**config.mk**
```make
export PLATFORM = sky130hd
export DESIGN_NAME = m_axi_lite_cmd
export DESIGN_NICKNAME = d
export VERILOG_FILES = /design/src/rtl/axi_lite_pkg.sv /design/src/rtl/m_axi_lite_cmd.sv
export SDC_FILE = /design/constraint.sdc
export NUM_CORES = 1
export LEC_CHECK = 0
export ABC_AREA = 1
export BUFFER_PORTS_ARGS = -buffer_cell sky130_fd_sc_hd__buf_2
export CAP_MARGIN = 20
export CORE_MARGIN = 3
export CORE_UTILIZATION = 51
export DETAILED_ROUTE_END_ITERATION = 10
export GPL_ROUTABILITY_DRIVEN = 0
export PLACE_DENSITY = 0.86
export SKIP_CTS_REPAIR_TIMING = 1
export SYNTH_ARGS = -nofsm -noshare
export SYNTH_HDL_FRONTEND = slang
export SYNTH_SLANG_ARGS = --single-unit
```
**constraint.sdc**
```tcl
create_clock -name M_AXI_ACLK -period 2.4 [get_ports M_AXI_ACLK]
set_input_delay 0.36 -clock M_AXI_ACLK [delete_from_list [all_inputs] [get_ports M_AXI_ACLK]]
set_output_delay 0.36 -clock M_AXI_ACLK [all_outputs]
set_load 0.005 [all_outputs]
```
**src/rtl/axi_lite_pkg.sv**
```systemverilog
// Shared AXI4-Lite response codes, protection default and the command master's FSM encoding.
package axi_lite_pkg;

   localparam logic [1:0] RESP_OKAY   = 2'b00;
   localparam logic [1:0] RESP_EXOKAY = 2'b01;
   localparam logic [1:0] RESP_SLVERR = 2'b10;
   localparam logic [1:0] RESP_DECERR = 2'b11;

   localparam logic [2:0] AXI_PROT_DEFAULT = 3'b000;

   localparam logic [2:0] S_IDLE  = 3'd0;
   localparam logic [2:0] S_WR    = 3'd1;
   localparam logic [2:0] S_WRESP = 3'd2;
   localparam logic [2:0] S_RADDR = 3'd3;
   localparam logic [2:0] S_RDATA = 3'd4;
   localparam logic [2:0] S_RESP  = 3'd5;

   typedef enum logic [2:0] {
      ST_IDLE  = S_IDLE,
      ST_WR    = S_WR,
      ST_WRESP = S_WRESP,
      ST_RADDR = S_RADDR,
      ST_RDATA = S_RDATA,
      ST_RESP  = S_RESP
   } state_t;

endpackage

```
**src/rtl/m_axi_lite_cmd.sv**
```systemverilog
// Single-outstanding AXI4-Lite master: one user command in, one AXI transaction out, one response back.
// All outputs come straight from registers; the comb process computes every register's next value.
module m_axi_lite_cmd #(
   parameter int C_M_AXI_DATA_WIDTH = 32,
   parameter int C_M_AXI_ADDR_WIDTH = 8
) (
   input  logic                            M_AXI_ACLK,
   input  logic                            M_AXI_ARESETn,
   input  logic                            cmd_valid,
   output logic                            cmd_ready,
   input  logic                            cmd_write,
   input  logic [C_M_AXI_ADDR_WIDTH-1:0]   cmd_addr,
   input  logic [C_M_AXI_DATA_WIDTH-1:0]   cmd_wdata,
   input  logic [C_M_AXI_DATA_WIDTH/8-1:0] cmd_wstrb,
   output logic                            rsp_valid,
   input  logic                            rsp_ready,
   output logic                            rsp_write,
   output logic [C_M_AXI_DATA_WIDTH-1:0]   rsp_rdata,
   output logic [1:0]                      rsp_resp,
   output logic [C_M_AXI_ADDR_WIDTH-1:0]   M_AXI_AWADDR,
   output logic [2:0]                      M_AXI_AWPROT,
   output logic                            M_AXI_AWVALID,
   input  logic                            M_AXI_AWREADY,
   output logic [C_M_AXI_DATA_WIDTH-1:0]   M_AXI_WDATA,
   output logic [C_M_AXI_DATA_WIDTH/8-1:0] M_AXI_WSTRB,
   output logic                            M_AXI_WVALID,
   input  logic                            M_AXI_WREADY,
   input  logic [1:0]                      M_AXI_BRESP,
   input  logic                            M_AXI_BVALID,
   output logic                            M_AXI_BREADY,
   output logic [C_M_AXI_ADDR_WIDTH-1:0]   M_AXI_ARADDR,
   output logic [2:0]                      M_AXI_ARPROT,
   output logic                            M_AXI_ARVALID,
   input  logic                            M_AXI_ARREADY,
   input  logic [C_M_AXI_DATA_WIDTH-1:0]   M_AXI_RDATA,
   input  logic [1:0]                      M_AXI_RRESP,
   input  logic                            M_AXI_RVALID,
   output logic                            M_AXI_RREADY
);
   import axi_lite_pkg::*;

   localparam int SW = C_M_AXI_DATA_WIDTH / 8;

   state_t                        r_state,     w_state;
   logic                          r_cmd_ready, w_cmd_ready;
   logic                          r_awvalid,   w_awvalid;
   logic                          r_wvalid,    w_wvalid;
   logic                          r_bready,    w_bready;
   logic                          r_arvalid,   w_arvalid;
   logic                          r_rready,    w_rready;
   logic                          r_aw_done,   w_aw_done;
   logic                          r_w_done,    w_w_done;
   logic [C_M_AXI_ADDR_WIDTH-1:0] r_awaddr,    w_awaddr;
   logic [C_M_AXI_ADDR_WIDTH-1:0] r_araddr,    w_araddr;
   logic [C_M_AXI_DATA_WIDTH-1:0] r_wdata,     w_wdata;
   logic [SW-1:0]                 r_wstrb,     w_wstrb;
   logic                          r_rsp_valid, w_rsp_valid;
   logic                          r_rsp_write, w_rsp_write;
   logic [C_M_AXI_DATA_WIDTH-1:0] r_rsp_rdata, w_rsp_rdata;
   logic [1:0]                    r_rsp_resp,  w_rsp_resp;
   logic                          w_aw_hs;
   logic                          w_w_hs;

   assign w_aw_hs = r_awvalid && M_AXI_AWREADY;
   assign w_w_hs  = r_wvalid  && M_AXI_WREADY;

   // Next-state and next-output computation for the transaction FSM.
   always_comb begin
      w_state     = r_state;
      w_cmd_ready = r_cmd_ready;
      w_awvalid   = r_awvalid;
      w_wvalid    = r_wvalid;
      w_bready    = r_bready;
      w_arvalid   = r_arvalid;
      w_rready    = r_rready;
      w_aw_done   = r_aw_done;
      w_w_done    = r_w_done;
      w_awaddr    = r_awaddr;
      w_araddr    = r_araddr;
      w_wdata     = r_wdata;
      w_wstrb     = r_wstrb;
      w_rsp_valid = r_rsp_valid;
      w_rsp_write = r_rsp_write;
      w_rsp_rdata = r_rsp_rdata;
      w_rsp_resp  = r_rsp_resp;
      case (r_state)
         ST_IDLE: begin
            if (cmd_valid && r_cmd_ready) begin
               w_cmd_ready = 1'b0;
               w_rsp_write = cmd_write;
               if (cmd_write) begin
                  w_awaddr  = cmd_addr;
                  w_wdata   = cmd_wdata;
                  w_wstrb   = cmd_wstrb;
                  w_awvalid = 1'b1;
                  w_wvalid  = 1'b1;
                  w_aw_done = 1'b0;
                  w_w_done  = 1'b0;
                  w_state   = ST_WR;
               end else begin
                  w_araddr  = cmd_addr;
                  w_arvalid = 1'b1;
                  w_state   = ST_RADDR;
               end
            end else begin
               w_cmd_ready = 1'b1;
            end
         end
         ST_WR: begin
            // AW and W complete independently; leave only once both have been taken.
            if (w_aw_hs) begin
               w_awvalid = 1'b0;
               w_aw_done = 1'b1;
            end else begin
               w_aw_done = r_aw_done;
            end
            if (w_w_hs) begin
               w_wvalid = 1'b0;
               w_w_done = 1'b1;
            end else begin
               w_w_done = r_w_done;
            end
            if ((r_aw_done || w_aw_hs) && (r_w_done || w_w_hs)) begin
               w_bready = 1'b1;
               w_state  = ST_WRESP;
            end else begin
               w_state  = ST_WR;
            end
         end
         ST_WRESP: begin
            if (r_bready && M_AXI_BVALID) begin
               w_bready    = 1'b0;
               w_rsp_resp  = M_AXI_BRESP;
               w_rsp_rdata = {C_M_AXI_DATA_WIDTH{1'b0}};
               w_rsp_valid = 1'b1;
               w_state     = ST_RESP;
            end else begin
               w_state     = ST_WRESP;
            end
         end
         ST_RADDR: begin
            if (r_arvalid && M_AXI_ARREADY) begin
               w_arvalid = 1'b0;
               w_rready  = 1'b1;
               w_state   = ST_RDATA;
            end else begin
               w_state   = ST_RADDR;
            end
         end
         ST_RDATA: begin
            if (r_rready && M_AXI_RVALID) begin
               w_rready    = 1'b0;
               w_rsp_rdata = M_AXI_RDATA;
               w_rsp_resp  = M_AXI_RRESP;
               w_rsp_valid = 1'b1;
               w_state     = ST_RESP;
            end else begin
               w_state     = ST_RDATA;
            end
         end
         ST_RESP: begin
            if (rsp_ready) begin
               w_rsp_valid = 1'b0;
               w_cmd_ready = 1'b1;
               w_state     = ST_IDLE;
            end else begin
               w_state     = ST_RESP;
            end
         end
         default: begin
            w_state     = ST_IDLE;
            w_cmd_ready = 1'b1;
            w_awvalid   = 1'b0;
            w_wvalid    = 1'b0;
            w_bready    = 1'b0;
            w_arvalid   = 1'b0;
            w_rready    = 1'b0;
            w_rsp_valid = 1'b0;
         end
      endcase
   end

   // State and output registers; reset abandons any transaction in flight.
   always_ff @(posedge M_AXI_ACLK or negedge M_AXI_ARESETn) begin
      if (!M_AXI_ARESETn) begin
         r_state     <= ST_IDLE;
         r_cmd_ready <= 1'b1;
         r_awvalid   <= 1'b0;
         r_wvalid    <= 1'b0;
         r_bready    <= 1'b0;
         r_arvalid   <= 1'b0;
         r_rready    <= 1'b0;
         r_aw_done   <= 1'b0;
         r_w_done    <= 1'b0;
         r_awaddr    <= {C_M_AXI_ADDR_WIDTH{1'b0}};
         r_araddr    <= {C_M_AXI_ADDR_WIDTH{1'b0}};
         r_wdata     <= {C_M_AXI_DATA_WIDTH{1'b0}};
         r_wstrb     <= {SW{1'b0}};
         r_rsp_valid <= 1'b0;
         r_rsp_write <= 1'b0;
         r_rsp_rdata <= {C_M_AXI_DATA_WIDTH{1'b0}};
         r_rsp_resp  <= RESP_OKAY;
      end else begin
         r_state     <= w_state;
         r_cmd_ready <= w_cmd_ready;
         r_awvalid   <= w_awvalid;
         r_wvalid    <= w_wvalid;
         r_bready    <= w_bready;
         r_arvalid   <= w_arvalid;
         r_rready    <= w_rready;
         r_aw_done   <= w_aw_done;
         r_w_done    <= w_w_done;
         r_awaddr    <= w_awaddr;
         r_araddr    <= w_araddr;
         r_wdata     <= w_wdata;
         r_wstrb     <= w_wstrb;
         r_rsp_valid <= w_rsp_valid;
         r_rsp_write <= w_rsp_write;
         r_rsp_rdata <= w_rsp_rdata;
         r_rsp_resp  <= w_rsp_resp;
      end
   end

   assign cmd_ready     = r_cmd_ready;
   assign rsp_valid     = r_rsp_valid;
   assign rsp_write     = r_rsp_write;
   assign rsp_rdata     = r_rsp_rdata;
   assign rsp_resp      = r_rsp_resp;
   assign M_AXI_AWADDR  = r_awaddr;
   assign M_AXI_AWPROT  = AXI_PROT_DEFAULT;
   assign M_AXI_AWVALID = r_awvalid;
   assign M_AXI_WDATA   = r_wdata;
   assign M_AXI_WSTRB   = r_wstrb;
   assign M_AXI_WVALID  = r_wvalid;
   assign M_AXI_BREADY  = r_bready;
   assign M_AXI_ARADDR  = r_araddr;
   assign M_AXI_ARPROT  = AXI_PROT_DEFAULT;
   assign M_AXI_ARVALID = r_arvalid;
   assign M_AXI_RREADY  = r_rready;

endmodule

```
# After elaboration in Yosys (flattened, before gate mapping)
# Index checks and enable logic that the tools add are counted.
# classes
n_eq_ne,15
n_mux,43
reduce_logical,31
n_bitwise,7
# op_table
op,n
2-to-1 mux 32 bit,2
one-hot mux 32 bit (2 select lines),1
AND reduction 4 bit,6
2-to-1 mux 1 bit,21
"inequality test 2 bit, second input constant",10
OR reduction 4 bit,5
one-hot mux 1 bit (3 select lines),6
one-hot mux 3 bit (6 select lines),1
AND reduction 3 bit,5
2-to-1 mux 3 bit,4
2-to-1 mux 2 bit,4
logical AND 1 bit,7
inverter 1 bit,7
"equality test 3 x 2 -> 1 bit, second input constant",2
"equality test 3 bit, second input constant",2
one-hot mux 1 bit (2 select lines),2
one-hot mux 1 bit (4 select lines),1
one-hot mux 2 bit (2 select lines),1
AND reduction 2 bit,2
nonzero test 2 bit,2
"equality test 3 x 1 -> 1 bit, second input constant",1
logical NOT 3 bit,1
OR reduction 3 bit,1
logical OR 1 bit,2
# word_totals
wordCells,113
register_bits,99
output_inout_bits,100

# Depth between registers and ports, before layout
# logic_depth
word_depth,5
depth_mapped,9
mapped_depth_nobuf,8

# Worst setup path before layout
# Ideal clock, no wire load.
# synth_path
path_type,reg-to-reg
from,"register r_cmd_ready, in the netlist cmd_ready"
to,register r_state[0]
setup_ns,0.077
slack_ns,1.032
path_stages_with_launch,6
t_required_ns,2.323
synth_period_minus_slack_ns,1.368
arrival_time_ns,1.290
path_buffers,0
cell_sequence,dfstp_2 nand2_1 nand3_1 inv_1 or2_2 a21oi_1
# synth_via
elab_chain_len,2
# synth_rtl
item,line_no,rtl
from (decl),m_axi_lite_cmd.sv:45,"logic r_cmd_ready, w_cmd_ready;"
from (signal assigned),m_axi_lite_cmd.sv:205,r_cmd_ready <= w_cmd_ready;
logical AND 1 bit,m_axi_lite_cmd.sv:88,if (cmd_valid && r_cmd_ready) begin
inequality test 2 bit (no line),n/a,
to (signal assigned),m_axi_lite_cmd.sv:204,r_state <= w_state;
to (decl),m_axi_lite_cmd.sv:44,"state_t r_state, w_state;"
# No other way between the ends.
# A chain may end at the register's enable or synchronous reset.

# Worst setup path in the final report
# layout_path
from,register r_state[0]
to,"register r_rsp_resp[1], in the netlist rsp_resp[1]"
# layout_via
elab_chain_len,3
# layout_rtl
item,line_no,rtl
equality test 3 bit or equality test 3 x 2 -> 1 bit (tied branches),m_axi_lite_cmd.sv:86,case (r_state)
inequality test 2 bit (no line) or nonzero test 2 bit (tied branches),n/a,
AND reduction 3 bit (no line),n/a,
to (signal assigned),m_axi_lite_cmd.sv:220,r_rsp_resp <= w_rsp_resp;
to (decl),m_axi_lite_cmd.sv:60,"logic [1:0] r_rsp_resp, w_rsp_resp;"
# Parallel ways exist; a longest one is shown, timed or not.

==> impl_metrics.tcl <==
set metrics [dict create \
    min_path_type "in -> reg" \
    dp_hpwl_mm 7.857 \
    via_per_inst 4.928 \
    synth_ff_type "dfrtp_1" \
    yosys-top-cells-count "nand2_1 (268), dfrtp_1 (98), nand3_1 (46)" \
    firstDrtPassIters 4 \
    synth_edf_count 0 \
    synth_top_family_by_area "simple AND/OR/NAND/NOR gates" \
    critical_path_arrival_ns 2.06 \
    muxShareOfSynthArea_pct 0 \
    clk_path_buf_depth 2 \
    ys_ff_latch 99 \
    finalCriticalPeriod_ns 1.828 \
    grt_max_degree 47 \
    crit_type "reg -> reg" \
    yosys_warnings 0 \
    status "finished, final reports clean" \
    ys_top_cells_by_area "dfrtp_1 (57%), nand2_1 (24%), nand3_1 (5.4%), buf_4 (2.6%), buf_6 (2.1%)" \
    num_vias 3849 \
    grt_antenna_before_repair 0 \
    gr-total-overflow 0 \
    core_area_um2 7928 \
    hold_path_startpoint "cmd_wdata[21]" \
    synth_top_cell_by_area "dfrtp_1" \
    clockRootBuffer "clkbuf_8" \
    yosys.area_share.simple_pct 33.07 \
    die_height_um 97.48 \
    syn_area_per_cell_um2 8.622 \
    ir_drop_mv 0.3049 \
    grt_usage_pct 21.87 \
    wl_per_cell_um 13.21 \
    tns_ns 0 \
    worstHoldEndpoint "M_AXI_WDATA[21]$_DFFE_PN0P_" \
    synthToLayoutAreaGrowth_pct 25.33 \
    drive_gt1_share_pct 32.11 \
    ios 190 \
    synthesis.area_um2 4268 \
    slew_headroom_pct 53.06 \
    r2r_end "rsp_resp[1]$_DFFE_PN0P_" \
    ys_seq_area_share_pct 58.08 \
    synthAdderAreaFrac_pct 0.5863 \
    synth_xor_area_share_pct 0 \
    final_nets 767 \
    routed_wl_mm 10.32 \
    fin_crit_sh_pct 76.16 \
    power_w 0.002726 \
    antenna_left 0 \
    r2r_slack_ns 0.57 \
    required_ns 2.63 \
    r2r_start "r_state[0]$_DFFE_PN0N_" \
    fp.dieW_um 97.48 \
    ys_types 29 \
    fp.dieArea_um2 9502 \
    synthCells 495 \
    tritoncts "done" \
    power_density_nw_per_um2 509.6 \
    io_buffers 183 \
    cts_max_level 3 \
    rsz0062_at_grt "false" \
    whs_ns 0.1931 \
    crit_slowest_cell "dfrtp_1" \
    cts.sinks 99 \
    clk_latency_ns 0.36 \
    fin_util_pct 67.47 \
    dpl.cell_count 765 \
    synth.most_common_cell "nand2_1" \
    path_common_cell "nand2_1" \
    critical_path.max_stage_delay_ns 0.58 \
    maxSlewViolCount 0 \
    path_clk_slew_ns 0.10 \
    max_cap_viol_count 0 \
    synth_top_area_share_pct 57.46 \
    first_global_vias 3679 \
    grt_pass1_wl_mm 17.06 \
    finalSetupViolations 0 \
    cts_buffers 9 \
    hold_viol 0 \
    cp-end-kind "register" \
    fin_skew_ns 0.01223 \
    tightest_slew_ns 0.7030 \
    synth_compound_area_share_pct 1.788 \
    holdPathStages 3 \
    p_leak_nw 3.448 \
    initial_core_util_pct 53.84 \
    stdcell_count 781 \
    timing.fmax_ghz 0.5471 \
    async_flop_share_pct 100.0 \
    start_kind "register" \
    antenna_cells 0 \
    drt_iter0_markers 157 \
    rows 32 \
    drc 0 \
    r2r_cells 6 \
    crit_chain "nor2_8, nand2_1, clkinv_1, buf_4, o211ai_1, nand2_1" \
    crit_path_max_fanout 16 \
]
## power breakdown
group / internal [W] / switching, W / total (W)
combinational: 0.0000565 / 0.0000593 / 0.000116
sequential: 0.00167 / 0 / 0.00167
clock: 0.000375 / 0.000568 / 0.000943
## sequential cells by signal, indices dropped and copies added (netlist names), 2 cells and up
signal and count:
rsp_resp 2, M_AXI_AWADDR 8, rsp_rdata 32, M_AXI_WSTRB 4
M_AXI_ARADDR 8, M_AXI_WDATA 32, r_state 3
## final cells by class
cell class	instances	area [um2]
flip-flops and latches	99	2479
multi-input cells	361	1535
inverters	14	55.05
clock buffers	10	127.6
well taps	102	127.6
repair buffers	190	985.9
clock inverters	5	38.79
fillers	658	2579
## worst max-delay path by stage
stage / from / endpoint / cells past startpoint
finish: r_state[0]$_DFFE_PN0N_ / rsp_resp[1]$_DFFE_PN0P_ / 6
global route: r_state[0]$_DFFE_PN0N_ / rsp_resp[1]$_DFFE_PN0P_ / 6
CTS: r_state[1]$_DFFE_PN0N_ / rsp_resp[1]$_DFFE_PN0P_ / 6
detailed placement: r_state[0]$_DFFE_PN0N_ / rsp_resp[1]$_DFFE_PN0P_ / 6
global placement: r_state[1]$_DFFE_PN0N_ / rsp_resp[0]$_DFFE_PN0P_ / 6
floorplan: cmd_ready$_DFFE_PN1P_ / r_state[0]$_DFFE_PN0N_ / 5
## worst max-delay path: cells and delay by family (launching register included)
family          cells  cell delay, ns
compound gates      1            0.18
buf+inv             2            0.61
flops               1            0.58
simple gates        3            0.34
## logic make-up after synthesis
group | Yosys count
and+or+nand+nor | 340
other | 1
DFF | 99
buffers and inverters | 40
AOI/OAI and AO/OA | 13
adders and majority gates | 2
## cell usage in the layout, fill, tap and decap left out, drive strengths merged
master       synthesis  routed
nand4                3       3
inv                 13      14
nor2                17      17
ha                   2       2
conb                 1       6
a21oi                2       2
nand2              269     269
dfstp                1       1
o21a                 1       1
clkinvlp             0       4
or2                  3       3
o21ai                6       6
buf                 26     189
nor3                 1       1
dlygate4sd3          0       1
a21boi               1       1
clkbuf               0      10
dfrtp               98      98
clkinv               1       1
a31oi                1       1
nand3               47      47
o211ai               2       2
## metrics by stage
stage,cell area (um2),worst slack [ns]
floorplan,4287,1.032
global placement,5172,0.7587
detailed placement,5172,0.6377
CTS,5339,0.6089
global route,5349,0.4767
finish,5349,0.5721
## per-layer routing
layer	vias up	GRT usage (%)	part of all wire, %
li1	1888	-	-
met1	1760	26.87	41
met2	181	35.74	46
met3	20	7.466	11
met4	0	8.200	2.1
met5	-	0	0
No activity file was read; power rests on OpenSTA's default activity.
